--- config.mk ---
export PLATFORM = sky130hd
export DESIGN_NAME = vote_link_arbiter
export DESIGN_NICKNAME = d
export VERILOG_FILES = /design/src/rtl/vote_link_arbiter.sv
export SDC_FILE = /design/constraint.sdc
export NUM_CORES = 1
export LEC_CHECK = 0
export CORE_ASPECT_RATIO = 0.9
export CORE_MARGIN = 3
export CORE_UTILIZATION = 60
export DETAILED_ROUTE_END_ITERATION = 8
export DONT_BUFFER_PORTS = 1
export GPL_TIMING_DRIVEN = 1
export MAX_ROUTING_LAYER = met4
export PLACE_DENSITY = 0.75
export RECOVER_POWER = 100
export SLEW_MARGIN = 30
export SYNTH_ARGS = -nofsm -noshare
export SYNTH_HDL_FRONTEND = slang
export SYNTH_SLANG_ARGS = --single-unit
--- constraint.sdc ---
create_clock -name CLOCK -period 5.15 [get_ports CLOCK]
set_clock_uncertainty 0.05 [all_clocks]
set_input_delay 0.515 -clock CLOCK [delete_from_list [all_inputs] [get_ports CLOCK]]
set_output_delay 0.515 -clock CLOCK [all_outputs]
set_load 0.005 [all_outputs]
--- src/rtl/vote_link_arbiter.sv ---
// Round-robin arbiter sharing one host receive channel among N_PORTS voting terminals.
// Optional host-acknowledge timeout is enabled by defining VOTE_LINK_TIMEOUT_EN.
module vote_link_arbiter #(
   parameter int N_PORTS = 4,
   parameter int DATA_W  = 4,
   parameter int TIMEOUT = 15
) (
   input  logic                        CLOCK,
   input  logic                        RESET,
   input  logic [N_PORTS-1:0]          RTS,
   input  logic [N_PORTS*DATA_W-1:0]   V_OUT,
   output logic [N_PORTS-1:0]          CTS,
   output logic                        HOST_RTS,
   output logic [DATA_W-1:0]           HOST_DATA,
   input  logic                        HOST_CTR,
   output logic [2:0]                  GRANT_ID,
   output logic                        BUSY,
   output logic                        ERR,
   output logic [7:0]                  XFER_CNT
);

   if (N_PORTS < 2 || N_PORTS > 8 || TIMEOUT < 1) begin : g_param_check
      $error("vote_link_arbiter: N_PORTS must be 2..8 and TIMEOUT at least 1");
   end

   typedef enum logic [1:0] {IDLE, SEND, ACK, RELEASE} state_t;

   state_t               state_q, state_d;
   logic [2:0]           ptr_q, ptr_d;
   logic [2:0]           grant_q, grant_d;
   logic                 host_rts_q, host_rts_d;
   logic [DATA_W-1:0]    host_data_q, host_data_d;
   logic [N_PORTS-1:0]   cts_q, cts_d;
   logic                 err_q, err_d;
   logic [7:0]           xfer_q, xfer_d;

`ifdef VOTE_LINK_TIMEOUT_EN
   localparam int CW = ($clog2(TIMEOUT + 1) > 4) ? $clog2(TIMEOUT + 1) : 4;
   logic [CW-1:0]        tmo_q, tmo_d;
`endif

   logic                 req_found;
   logic [2:0]           req_idx;
   logic [DATA_W-1:0]    req_data;
   logic                 rts_k;
   logic [N_PORTS-1:0]   grant_oh;
   logic [2:0]           ptr_after;

   // Search order starts at ptr and wraps modulo N_PORTS.
   always_comb begin
      req_found = 1'b0;
      req_idx   = 3'd0;
      for (int i = 0; i < N_PORTS; i++) begin
         for (int p = 0; p < N_PORTS; p++) begin
            if (!req_found && RTS[p] && (((int'(ptr_q) + i) % N_PORTS) == p)) begin
               req_found = 1'b1;
               req_idx   = 3'(p);
            end
         end
      end
   end

   always_comb begin
      req_data = '0;
      rts_k    = 1'b0;
      grant_oh = '0;
      for (int p = 0; p < N_PORTS; p++) begin
         if (req_idx == 3'(p)) req_data = V_OUT[p*DATA_W +: DATA_W];
         if (grant_q == 3'(p)) begin
            rts_k       = RTS[p];
            grant_oh[p] = 1'b1;
         end
      end
      ptr_after = (int'(grant_q) == N_PORTS - 1) ? 3'd0 : grant_q + 3'd1;
   end

   always_comb begin
      state_d     = state_q;
      ptr_d       = ptr_q;
      grant_d     = grant_q;
      host_rts_d  = host_rts_q;
      host_data_d = host_data_q;
      cts_d       = cts_q;
      err_d       = err_q;
      xfer_d      = xfer_q;
`ifdef VOTE_LINK_TIMEOUT_EN
      tmo_d       = tmo_q;
`endif
      unique case (state_q)
         IDLE: begin
            if (req_found) begin
               host_data_d = req_data;
               grant_d     = req_idx;
               host_rts_d  = 1'b1;
               state_d     = SEND;
`ifdef VOTE_LINK_TIMEOUT_EN
               tmo_d       = '0;
`endif
            end
         end
         SEND: begin
            // An acknowledge in the same cycle as a withdrawal still counts as an acknowledge.
            if (HOST_CTR) begin
               host_rts_d = 1'b0;
               cts_d      = grant_oh;
               state_d    = ACK;
            end else if (!rts_k) begin
               host_rts_d = 1'b0;
               err_d      = 1'b1;
               state_d    = RELEASE;
`ifdef VOTE_LINK_TIMEOUT_EN
            end else if (tmo_q == CW'(TIMEOUT - 1)) begin
               host_rts_d = 1'b0;
               err_d      = 1'b1;
               ptr_d      = ptr_after;
               state_d    = RELEASE;
            end else begin
               tmo_d      = tmo_q + 1'b1;
`endif
            end
         end
         ACK: begin
            if (!rts_k && !HOST_CTR) begin
               cts_d   = '0;
               ptr_d   = ptr_after;
               xfer_d  = xfer_q + 8'd1;
               state_d = IDLE;
            end
         end
         RELEASE: begin
            if (!HOST_CTR) state_d = IDLE;
         end
         default: state_d = IDLE;
      endcase
   end

   always_ff @(posedge CLOCK) begin
      if (RESET) begin
         state_q     <= IDLE;
         ptr_q       <= 3'd0;
         grant_q     <= 3'd0;
         host_rts_q  <= 1'b0;
         host_data_q <= '0;
         cts_q       <= '0;
         err_q       <= 1'b0;
         xfer_q      <= 8'd0;
`ifdef VOTE_LINK_TIMEOUT_EN
         tmo_q       <= '0;
`endif
      end else begin
         state_q     <= state_d;
         ptr_q       <= ptr_d;
         grant_q     <= grant_d;
         host_rts_q  <= host_rts_d;
         host_data_q <= host_data_d;
         cts_q       <= cts_d;
         err_q       <= err_d;
         xfer_q      <= xfer_d;
`ifdef VOTE_LINK_TIMEOUT_EN
         tmo_q       <= tmo_d;
`endif
      end
   end

   assign CTS       = cts_q;
   assign HOST_RTS  = host_rts_q;
   assign HOST_DATA = host_data_q;
   assign GRANT_ID  = grant_q;
   assign BUSY      = (state_q != IDLE);
   assign ERR       = err_q;
   assign XFER_CNT  = xfer_q;

endmodule

==> flow_metrics.env, run 1 <==
export IMPL_p_leak_nw=0.505
export IMPL_die_w_um=58.9
export IMPL_dp_hpwl_mm=2.25
export IMPL_h_tree_depth=1
export IMPL_hold_depth=1
export IMPL_ys_top_cells_by_area="dfxtp_1 32%, nor2_1 5.0%, nand2_1 4.2%"
export IMPL_hold_viol=0
export IMPL_wl_per_cell_um=15.5
export IMPL_finalCritPeriodShare_pct=61.3
export IMPL_start_util_pct=66.3
export IMPL_yosysWarnings=0
export IMPL_slowest_stage="a211oi_1"
export IMPL_worstPathArrival_ns=3.31
export IMPL_crit_top_cell="nor2_1"
export IMPL_cts_setup_buffers=0
export IMPL_synthesis_nets=198
export IMPL_grt_pass1_wl_mm=4.86
export IMPL_cp_max_fo=14
export IMPL_worst_pin_slew_ns=1.61
export IMPL_finalNonFillerCells=192
export IMPL_setup_viol_count_final=0
export IMPL_period_needed_ns=3.15
export IMPL_crit_chain="inv_1, ha_1, nor3b_1, a211oi_1, nor2_1, xnor2_1, nor2_1"
export IMPL_required_ns=5.31
export IMPL_outcome="finished, violations left"
export IMPL_path_depth=7
export IMPL_path_class="reg -> reg"
export IMPL_reg2reg_depth=7
export IMPL_area_growth_pct=-4.14
export IMPL_die_h_um=53.6
export IMPL_die_area_um2=3160
export IMPL_hold_class="in -> reg"
export IMPL_synth_seq_cells=24
export IMPL_synth_top_area_share_pct=31.8
export IMPL_finalMaxSlewViolations=15
export IMPL_post_cts_resized=0
export IMPL_placedInstanceArea_um2=1490
export IMPL_syn_cell_area_um2=1510
export IMPL_clockBufferDepth=2
export IMPL_vdd_ir_drop_worst_mv=0.230
export IMPL_syn_instance_count=170
export IMPL_clock_sinks=24
export IMPL_powerDensity_nw_per_um2=272
export IMPL_holdBufCountCts=0
export IMPL_rsz0062_at_grt="no"
export IMPL_synth_top_area_cell="dfxtp_1"
export IMPL_stdcell_area_um2=1450
export IMPL_drc=0
export IMPL_relSlewSlack_pct=-8.09
export IMPL_synth_distinct_cells=54
export IMPL_p_total_w=0.000395
export IMPL_antenna_found_initial=0
export IMPL_track_usage_pct=20.7
export IMPL_drv_cap=1
export IMPL_grt_pass1_vias=1098
export IMPL_ios=45
export IMPL_drive_gt1_share_pct=9.70
export IMPL_path_clk_slew_ns=0.13
export IMPL_wirelength_mm=2.98
export IMPL_fin_nets=194
export IMPL_fin_tns_setup_ns=0
export IMPL_end_kind="flop"
export IMPL_core_um2=2280
export IMPL_grt_max_degree=24
export IMPL_diodes=0
export IMPL_cts_tree="built"
export IMPL_start_kind="flop"
export IMPL_clock_latency_ns=0.31
export IMPL_vias_per_cell=6.42
export IMPL_cts_root_buf="clkbuf_4"
export IMPL_numCtsBuffers=3
export IMPL_first_pass_iters=4
export IMPL_critical_path_top_delay_family="compound AO/OA/AOI/OAI gates"
export IMPL_placed_cells=188
export IMPL_fin_hold_ws_ns=0.201
export IMPL_ant_nets=0
export IMPL_first_iter_violations=43
export IMPL_yosysSeqAreaShare_pct=31.8
export IMPL_gp_congestion=0.749
export IMPL_num_vias=1232
export IMPL_rows=16
export IMPL_port_buffers=0
export IMPL_globalRouteOverflowTotal=0
export IMPL_avgSynthCellArea_um2=8.90
export IMPL_violations="max-capacitance violations, max-slew violations"
export IMPL_crit_buf_inv=1
export IMPL_fmax_ghz=0.317
export IMPL_crit_path_max_incr_delay_ns=1.24
-- worst paths after layout --
path	start	endpoint	slack (ns)
max	GRANT_ID[0]	XFER_CNT[0]	2.00
min	RESET	XFER_CNT[5]	0.20
max reg2reg	GRANT_ID[0]	XFER_CNT[0]	2.00
min reg2reg	HOST_DATA[2]	HOST_DATA[2]	0.46
-- layout make-up --
cell class              instances  area (um^2)
flip-flops and latches         24          480
inverters                       3         11.3
clock buffers                   4         36.3
multi-input cells             134          888
fillers                       218          832
well taps                      27         33.8
-- cell families (layout without fill, tap and decap cells) --
| family | after synthesis | count (layout) | synth area share, % |
|---|---|---|---|
| flops | 24 | 24 | 31.8 |
| buf+inv | 12 | 7 | 4.71 |
| other cells | 1 | 1 | 0.248 |
| fa+ha+maj | 5 | 5 | 4.14 |
| compound gates | 45 | 45 | 24.4 |
| simple gates | 75 | 75 | 30.0 |
| xor+xnor | 7 | 7 | 4.05 |
| mux | 1 | 1 | 0.662 |
-- Yosys cell counts (all sizes together) --
master    n
or4b      1
nor3b     4
nor4b     2
nor4      4
conb      1
nand2b    4
a211oi    4
o221ai    1
a21o      1
nand2    18
o2111ai   2
nor2     22
a21oi    10
o21ai     9
dfxtp    24
buf       7
and3      2
a22oi     1
o32ai     2
o21bai    2
nand3b    1
o211ai    2
or3b      1
a221oi    2
nor2b     6
o31ai     2
a31oi     1
and2      1
nor3      2
nand3     4
ha        5
inv       3
or4       1
and4      1
clkbuf    2
mux2i     1
xnor2     7
a2bb2oi   4
and3b     1
o32a      1
a32oi     1
-- layout by cell type, fill, tap and decap left out, types with 2 or more instances in the layout --
master / Yosys / routed
nor4b_1: 1 / 2
nor4_2: 3 / 2
and3_1: 2 / 2
nor3_2: 2 / 2
o21bai_1: 2 / 2
nand2_1: 17 / 18
o21ai_0: 5 / 7
o211ai_2: 2 / 2
a211oi_2: 2 / 2
o2111ai_1: 2 / 2
o32ai_1: 2 / 2
inv_1: 3 / 3
a21oi_1: 10 / 10
nor2_1: 20 / 21
nor4_1: 1 / 2
xnor2_1: 7 / 7
o31ai_1: 1 / 2
nor3b_1: 3 / 4
ha_1: 5 / 5
nand3_1: 4 / 4
dfxtp_1: 24 / 24
a2bb2oi_1: 4 / 4
nand2b_1: 4 / 4
nor2b_1: 6 / 6
a211oi_1: 1 / 2
clkbuf_4: 0 / 3
-- flip-flops by register name (all words and copies together) (netlist names) --
name	flops
ptr_q	2
state_q	2
CTS	4
GRANT_ID	2
XFER_CNT	8
ERR	1
HOST_RTS	1
HOST_DATA	4
-- power by group --
group	internal [W]	leakage (nW)	switching (W)
clock	0.0000432	0.0210	0.0000546
combinational	0.0000340	0.289	0.0000508
sequential	0.000199	0.196	0.0000135
total	0.000276	0.505	0.000119
-- per-stage QoR --
step / util, % / worst slack [ns]
final: 63.5 / 2.00
after global routing: 63.5 / 1.72
after CTS: 66.7 / 2.95
after detailed placement: 65.1 / 3.04
after global placement: 65.1 / 3.10
after floorplan: - / 3.32
-- metal layers --
| layer | part of all wire, % | vias to the layer above | global-route usage [%] |
|---|---|---|---|
| met5 | 0 | - | - |
| met4 | 0.57 | 0 | 3.40 |
| met3 | 7.8 | 2 | 7.43 |
| met2 | 46 | 39 | 32.0 |
| met1 | 46 | 579 | 26.4 |
| li1 | - | 612 | - |
Power figures use the tool's default switching activity.
==> inputs of run 2 (changes only) <==
--- a/config.mk
+++ b/config.mk
@@ -5,14 +5,15 @@
 export SDC_FILE = /design/constraint.sdc
 export NUM_CORES = 1
 export LEC_CHECK = 0
+export ABC_AREA = 1
 export CORE_ASPECT_RATIO = 0.9
 export CORE_MARGIN = 3
-export CORE_UTILIZATION = 60
+export CORE_UTILIZATION = 56
 export DETAILED_ROUTE_END_ITERATION = 8
 export DONT_BUFFER_PORTS = 1
 export GPL_TIMING_DRIVEN = 1
 export MAX_ROUTING_LAYER = met4
-export PLACE_DENSITY = 0.75
+export PLACE_DENSITY = 0.73
 export RECOVER_POWER = 100
 export SLEW_MARGIN = 30
 export SYNTH_ARGS = -nofsm -noshare
==> constraint.sdc (replaced) <==
create_clock -name CLOCK -period 2.9 [get_ports CLOCK]
set_clock_uncertainty 0.05 [all_clocks]
set_input_delay 0.29 -clock CLOCK [delete_from_list [all_inputs] [get_ports CLOCK]]
set_output_delay 0.29 -clock CLOCK [all_outputs]
set_load 0.005 [all_outputs]
==> run 2 against run 1 <==
Net effect: the run now ends clean; clock-buffer cell count decreased by 1; first-iteration DRC count increased by 120%; non-clock buffer count increased by 1; sequential cell count unchanged; largest power group is now combinational logic.
==> flow_metrics.env, run 2 <==
export IMPL_grt_pass1_vias=1359
export IMPL_finalMaxSlewViolations=0
export IMPL_yosysSeqAreaShare_pct=31.0
export IMPL_hold_depth=2
export IMPL_grt_pass1_wl_mm=5.66
export IMPL_setup_viol_count_final=0
export IMPL_synth_top_family_by_area="simple AND/OR/NAND/NOR gates"
export IMPL_track_usage_pct=21.5
export IMPL_synth_top_area_cell="dfxtp_1"
export IMPL_cp_max_fo=9
export IMPL_start_util_pct=60.8
export IMPL_die_area_um2=3440
export IMPL_required_ns=3.05
export IMPL_rsz0062_at_grt="no"
export IMPL_antenna_found_initial=1
export IMPL_first_iter_violations=96
export IMPL_layout_common_cells="35 x nand2_1, 30 x inv_1, 25 x nor2_1, 24 x dfxtp_1, 20 x a21oi_1"
export IMPL_p_clk_share_pct=10.7
export IMPL_area_growth_pct=2.10
export IMPL_core_um2=2550
export IMPL_ys_top_cells_by_area="dfxtp_1 31%, nand2_1 8.5%, inv_1 7.3%"
export IMPL_vias_per_cell=5.82
export IMPL_syn_instance_count=226
export IMPL_worstReg2RegEnd="GRANT_ID[0]"
export IMPL_globalRouteOverflowTotal=0
export IMPL_drc=0
export IMPL_h_tree_depth=1
export IMPL_power_frac_comb_pct=51.1
export IMPL_synth_compound_area_share_pct=16.1
export IMPL_drv_cap=0
export IMPL_final_common_cell="nand2_1"
export IMPL_path_clk_slew_ns=0.12
export IMPL_hold_class="in -> reg"
export IMPL_period_needed_ns=2.56
export IMPL_fin_nets=256
export IMPL_first_pass_iters=4
export IMPL_critPathCapture="GRANT_ID[0]"
export IMPL_yosys_area_share_simple_pct=37.8
export IMPL_drive_gt1_share_pct=11.5
export IMPL_p_leak_nw=0.676
export IMPL_vdd_ir_drop_worst_mv=0.511
export IMPL_synth_xor_area_share_pct=0
export IMPL_hold_viol=0
export IMPL_syn_cell_area_um2=1550
export IMPL_powerDensity_nw_per_um2=818
export IMPL_muxShareOfSynthArea_pct=0
export IMPL_p_total_w=0.00130
export IMPL_synth_enable_flop_cells=0
export IMPL_synth_most_common_cell="nand2_1"
export IMPL_clockBufferDepth=2
export IMPL_wl_per_cell_um=13.6
export IMPL_start_kind="flop"
export IMPL_wirelength_mm=3.47
export IMPL_pwr_share_seq_pct=38.2
export IMPL_dp_hpwl_mm=2.69
export IMPL_relSlewSlack_pct=64.1
export IMPL_finalCritPeriodShare_pct=88.3
export IMPL_end_kind="flop"
export IMPL_crit_path_start="ptr_q[1]"
export IMPL_outcome="complete, no violations"
export IMPL_num_vias=1485
export IMPL_die_h_um=55.9
export IMPL_yosys_area_share_adder_pct=4.03
export IMPL_cts_setup_buffers=0
export IMPL_p_int_w=0.000688
export IMPL_grt_max_degree=13
export IMPL_synth_flop_cell="dfxtp_1"
export IMPL_synthesis_nets=254
export IMPL_worstPathArrival_ns=2.71
export IMPL_fillerInstances=229
export IMPL_r2r_start="ptr_q[1]"
export IMPL_path_class="reg -> reg"
export IMPL_synth_seq_cells=24
export IMPL_fin_tns_setup_ns=0
export IMPL_largest_register_ffs=8
export IMPL_fmax_ghz=0.391
export IMPL_ios=45
export IMPL_power_switching_w=0.000607
export IMPL_cts_root_buf="clkbuf_4"
export IMPL_gp_congestion=0.919
export IMPL_p_sw_share_pct=46.9
export IMPL_ant_nets=0
export IMPL_clock_sinks=24
export IMPL_yosysWarnings=0
export IMPL_die_w_um=61.5
export IMPL_synth_distinct_cells=31
export IMPL_port_buffers=0
export IMPL_numCtsBuffers=3
export IMPL_r2r_setup_slack_ns=0.34
export IMPL_synth_commonest_cells="35 x nand2_1, 30 x inv_1, 24 x dfxtp_1, 24 x nor2_1, 20 x a21oi_1"
export IMPL_async_flop_share_pct=0
export IMPL_avgSynthCellArea_um2=6.86
export IMPL_cts_tree="built"
export IMPL_reg2reg_depth=16
export IMPL_rows=17
export IMPL_synth_top_area_share_pct=31.0
export IMPL_worst_pin_slew_ns=0.537
export IMPL_clock_latency_ns=0.30
run 2: cell types whose count changed after synthesis, moves of 6 or more:
cell	delta
xnor2_1	-7
nand4_1	+12
inv_1	+27
nor2b_1	-6
nand2_1	+18
nand3_1	+12
a21oi_1	+10
run 2: critical path: stages (launching register included):
cell and delay, ns:
dfxtp_1 0.38, nor2_1 0.30, nand2_1 0.11, nand2_2 0.09, nor2_4 0.05, nand4_4 0.07, nor2_2 0.04, nand4_2 0.07
nor2_1 0.07, nand2_2 0.07, nor2_2 0.05, nand2_1 0.07, nor2_2 0.05, nor2_1 0.27, clkinvlp_2 0.40, o21ai_1 0.24
a21oi_1 0.06
run 2: area by class of cell:
type                       count  area, um^2  share of cell area (%)
tap                           28        35.0                    2.21
antenna                        1        2.50                   0.158
multi-input combinational    163         901                    56.9
inverter                      35         133                    8.37
sequential                    24         480                    30.3
clock buffer                   3        22.5                    1.42
timing repair buffer           1        10.0                   0.632
run 2: cell families after synthesis:
family | Yosys count
adders and majority gates | 5
buffers and inverters | 39
AOI/OAI and AO/OA | 45
and+or+nand+nor | 112
DFF | 24
other | 1
run 2: metrics by stage:
step | std cells | cell area, um^2 | setup WS, ns | utilization [%] | hold slack (ns)
after global routing | 255 | 1580 | 0.0336 | 62.1 | 0.0816
after global placement | 250 | 1550 | 0.562 | 60.8 | 0.305
after detailed placement | 250 | 1550 | 0.328 | 60.8 | 0.305
after floorplan | 226 | 1550 | 0.730 | - | 0.318
final | 255 | 1580 | 0.341 | 62.1 | 0.0810
after CTS | 254 | 1580 | 0.283 | 62.1 | 0.0704
run 2: worst min path at each step:
stage,start,to
finish,RESET,XFER_CNT[3]
global route,RESET,XFER_CNT[3]
CTS,RESET,XFER_CNT[3]
detailed placement,RESET,HOST_DATA[2]
global placement,RESET,HOST_DATA[1]
floorplan,RESET,ptr_q[0]
run 2: layer usage:
layer  wire length, um  vias to the layer above  global-route usage, %
met4                40                        0                   4.85
met2              1610                       58                   32.4
met3               275                        4                   7.42
li1                  -                      754                      -
met1              1540                      669                   27.6
met5                 0                        -                      -
run 2: power by group through the flow:
stage	Sequential (W)	Clock, W	Combinational (W)
after floorplan	0.000483	0	0.000542
after global placement	0.000501	0	0.000622
after detailed placement	0.000503	0	0.000650
after CTS	0.000496	0.000144	0.000656
after global routing	0.000509	0.000153	0.000751
final	0.000495	0.000139	0.000662
run 2: repair_timing:
| item | CTS | global route |
|---|---|---|
| hold endpoints to repair | 12 | 0 |
| hold buffers | 1 | 0 |
| endpoints found under the setup margin | 0 | 1 |
| gates resized for setup | 0 | 2 |
==> inputs of run 3 (changes only) <==
--- a/config.mk
+++ b/config.mk
@@ -8,12 +8,12 @@
 export ABC_AREA = 1
 export CORE_ASPECT_RATIO = 0.9
 export CORE_MARGIN = 3
-export CORE_UTILIZATION = 56
+export CORE_UTILIZATION = 30
 export DETAILED_ROUTE_END_ITERATION = 8
 export DONT_BUFFER_PORTS = 1
 export GPL_TIMING_DRIVEN = 1
 export MAX_ROUTING_LAYER = met4
-export PLACE_DENSITY = 0.73
+export PLACE_DENSITY = 0.44
 export RECOVER_POWER = 100
 export SLEW_MARGIN = 30
 export SYNTH_ARGS = -nofsm -noshare
==> run 3 against run 2 <==
Net effect: sequential share of layout area fell by 1.4 points; critical path depth fell by 2; cell count rose by 15%; via count fell by 3.6%; maximum frequency rose by 1.7%; utilization fell by 28 points; clock power rose by 68%; worst setup slack improved by 0.043 ns; sequential power barely moved; clock-buffer cell count rose by 1; critical endpoint is now XFER_CNT[6].
==> flow_metrics.env, run 3 (synthesis gave the netlist of run 2 again) <==
export IMPL_outcome="complete, no violations"
export IMPL_crit_buf_inv=2
export IMPL_finalMaxSlewViolations=0
export IMPL_path_clk_slew_ns=0.09
export IMPL_hold_viol=0
export IMPL_start_kind="flop"
export IMPL_first_pass_iters=4
export IMPL_drive_gt1_share_pct=11.5
export IMPL_clock_sinks=24
export IMPL_rsz0062_at_grt="no"
export IMPL_fin_hold_ws_ns=0.0167
export IMPL_grt_max_degree=15
export IMPL_dp_hpwl_mm=2.92
export IMPL_area_growth_pct=6.85
export IMPL_num_vias=1432
export IMPL_port_buffers=0
export IMPL_first_iter_violations=82
export IMPL_fin_nets=256
export IMPL_powerDensity_nw_per_um2=830
export IMPL_drv_cap=0
export IMPL_layout_common_cells="36 x nand2_1, 30 x inv_1, 25 x nor2_1, 24 x dfxtp_1, 20 x a21oi_1"
export IMPL_die_h_um=74.2
export IMPL_slowest_stage="dfxtp_1"
export IMPL_core_um2=4920
export IMPL_largest_register_ffs=8
export IMPL_hold_class="in -> reg"
export IMPL_crit_chain="inv_1, ha_1, a21oi_1, a211o_1, nand2_1, o21ai_0, nand2_1, nor2_1, inv_1, nor3_2, nand3_1, nor2_1, o21ai_0, a21oi_1"
export IMPL_p_leak_nw=0.696
export IMPL_cp_max_fo=9
export IMPL_setup_viol_count_final=0
export IMPL_fin_tns_setup_ns=0
export IMPL_numCtsBuffers=3
export IMPL_end_kind="flop"
export IMPL_vias_per_cell=4.90
export IMPL_final_core_util_pct=33.7
export IMPL_ios=45
export IMPL_cts_root_buf="clkbuf_8"
export IMPL_drc=0
export IMPL_wirelength_mm=3.83
export IMPL_finalCritPeriodShare_pct=86.8
export IMPL_gp_congestion=0.792
export IMPL_vdd_ir_drop_worst_mv=0.382
export IMPL_diodes=0
export IMPL_start_util_pct=31.5
export IMPL_track_usage_pct=13.7
export IMPL_regArea_um2=480
export IMPL_crit_path_max_incr_delay_ns=0.41
export IMPL_final_common_cell="nand2_1"
export IMPL_antenna_found_initial=0
export IMPL_period_needed_ns=2.52
export IMPL_required_ns=3.06
export IMPL_globalRouteOverflowTotal=0
export IMPL_worstPathArrival_ns=2.67
export IMPL_ant_nets=0
export IMPL_path_class="reg -> reg"
export IMPL_critical_path_top_delay_family="simple AND/OR/NAND/NOR gates"
export IMPL_grt_pass1_wl_mm=6.28
export IMPL_h_tree_depth=1
export IMPL_die_area_um2=6070
export IMPL_grt_pass1_vias=1344
export IMPL_clockBufferDepth=2
export IMPL_multiInputGateArea_um2=898
export IMPL_clock_latency_ns=0.27
export IMPL_wl_per_cell_um=13.1
export IMPL_rows=24
export IMPL_finalNonFillerCells=292
export IMPL_fmax_ghz=0.397
export IMPL_cts_tree="built"
export IMPL_die_w_um=81.8
export IMPL_placed_cells=287
export IMPL_fillerInstances=559
==> run 3: layer usage <==
metal | routed length (um) | part of all wire [%] | track usage (%) | up-vias
met3 | 239 | 6.2 | 4.12 | 2
met1 | 1870 | 49 | 17.9 | 643
met4 | 19 | 0.50 | 2.77 | 0
met2 | 1710 | 45 | 21.1 | 30
met5 | 0 | 0 | - | -
li1 | - | - | - | 757
==> run 3: timing repair <==
action	in CTS	in global routing
hold buffers	0	1
buffers inserted	0	0
endpoints found under the hold margin	0	2
endpoints found under the setup margin	0	1
gates resized for setup	0	1
==> run 3: worst paths after layout <==
check / startpoint / endpoint / slack [ns] / cells after the start
worst min-delay path: RESET / HOST_DATA[1] / 0.02 / 1
worst max register to register: GRANT_ID[0] / XFER_CNT[6] / 0.38 / 14
worst max-delay path: GRANT_ID[0] / XFER_CNT[6] / 0.38 / 14
worst min register to register: HOST_RTS / HOST_RTS / 0.43 / 2
==> run 3: report_power, final <==
group          switching, W  total (W)  internal (W)
Sequential        0.0000801   0.000495      0.000415
Combinational      0.000424   0.000647      0.000223
Clock              0.000112   0.000234      0.000121
Total              0.000616    0.00138      0.000759
==> run 3: area by class of cell <==
type                            instances  share of cell area, %
Sequential cell                        24                   29.0
Multi-Input combinational cell        163                   54.2
Tap cell                               65                   4.91
Timing Repair Buffer                    1                  0.604
Inverter                               35                   8.00
Clock buffer                            4                   3.32
==> run 3: metrics by stage <==
stage | cell area (um^2) | power [W] | worst slack, ns
after global placement | 1600 | 0.00117 | 0.442
after floorplan | 1550 | 0.00103 | 0.730
final | 1660 | 0.00138 | 0.383
after CTS | 1650 | 0.00140 | 0.306
after detailed placement | 1600 | 0.00116 | 0.356
after global routing | 1660 | 0.00152 | 0.0833
==> run 3: worst reg2reg max path: stages (launching register included) <==
cell and delay [ns]:
dfxtp_1 0.41, inv_1 0.12, ha_1 0.22, a21oi_1 0.14, a211o_1 0.11, nand2_1 0.04, o21ai_0 0.11, nand2_1 0.11
nor2_1 0.26, inv_1 0.22, nor3_2 0.20, nand3_1 0.12, nor2_1 0.13, o21ai_0 0.09, a21oi_1 0.12
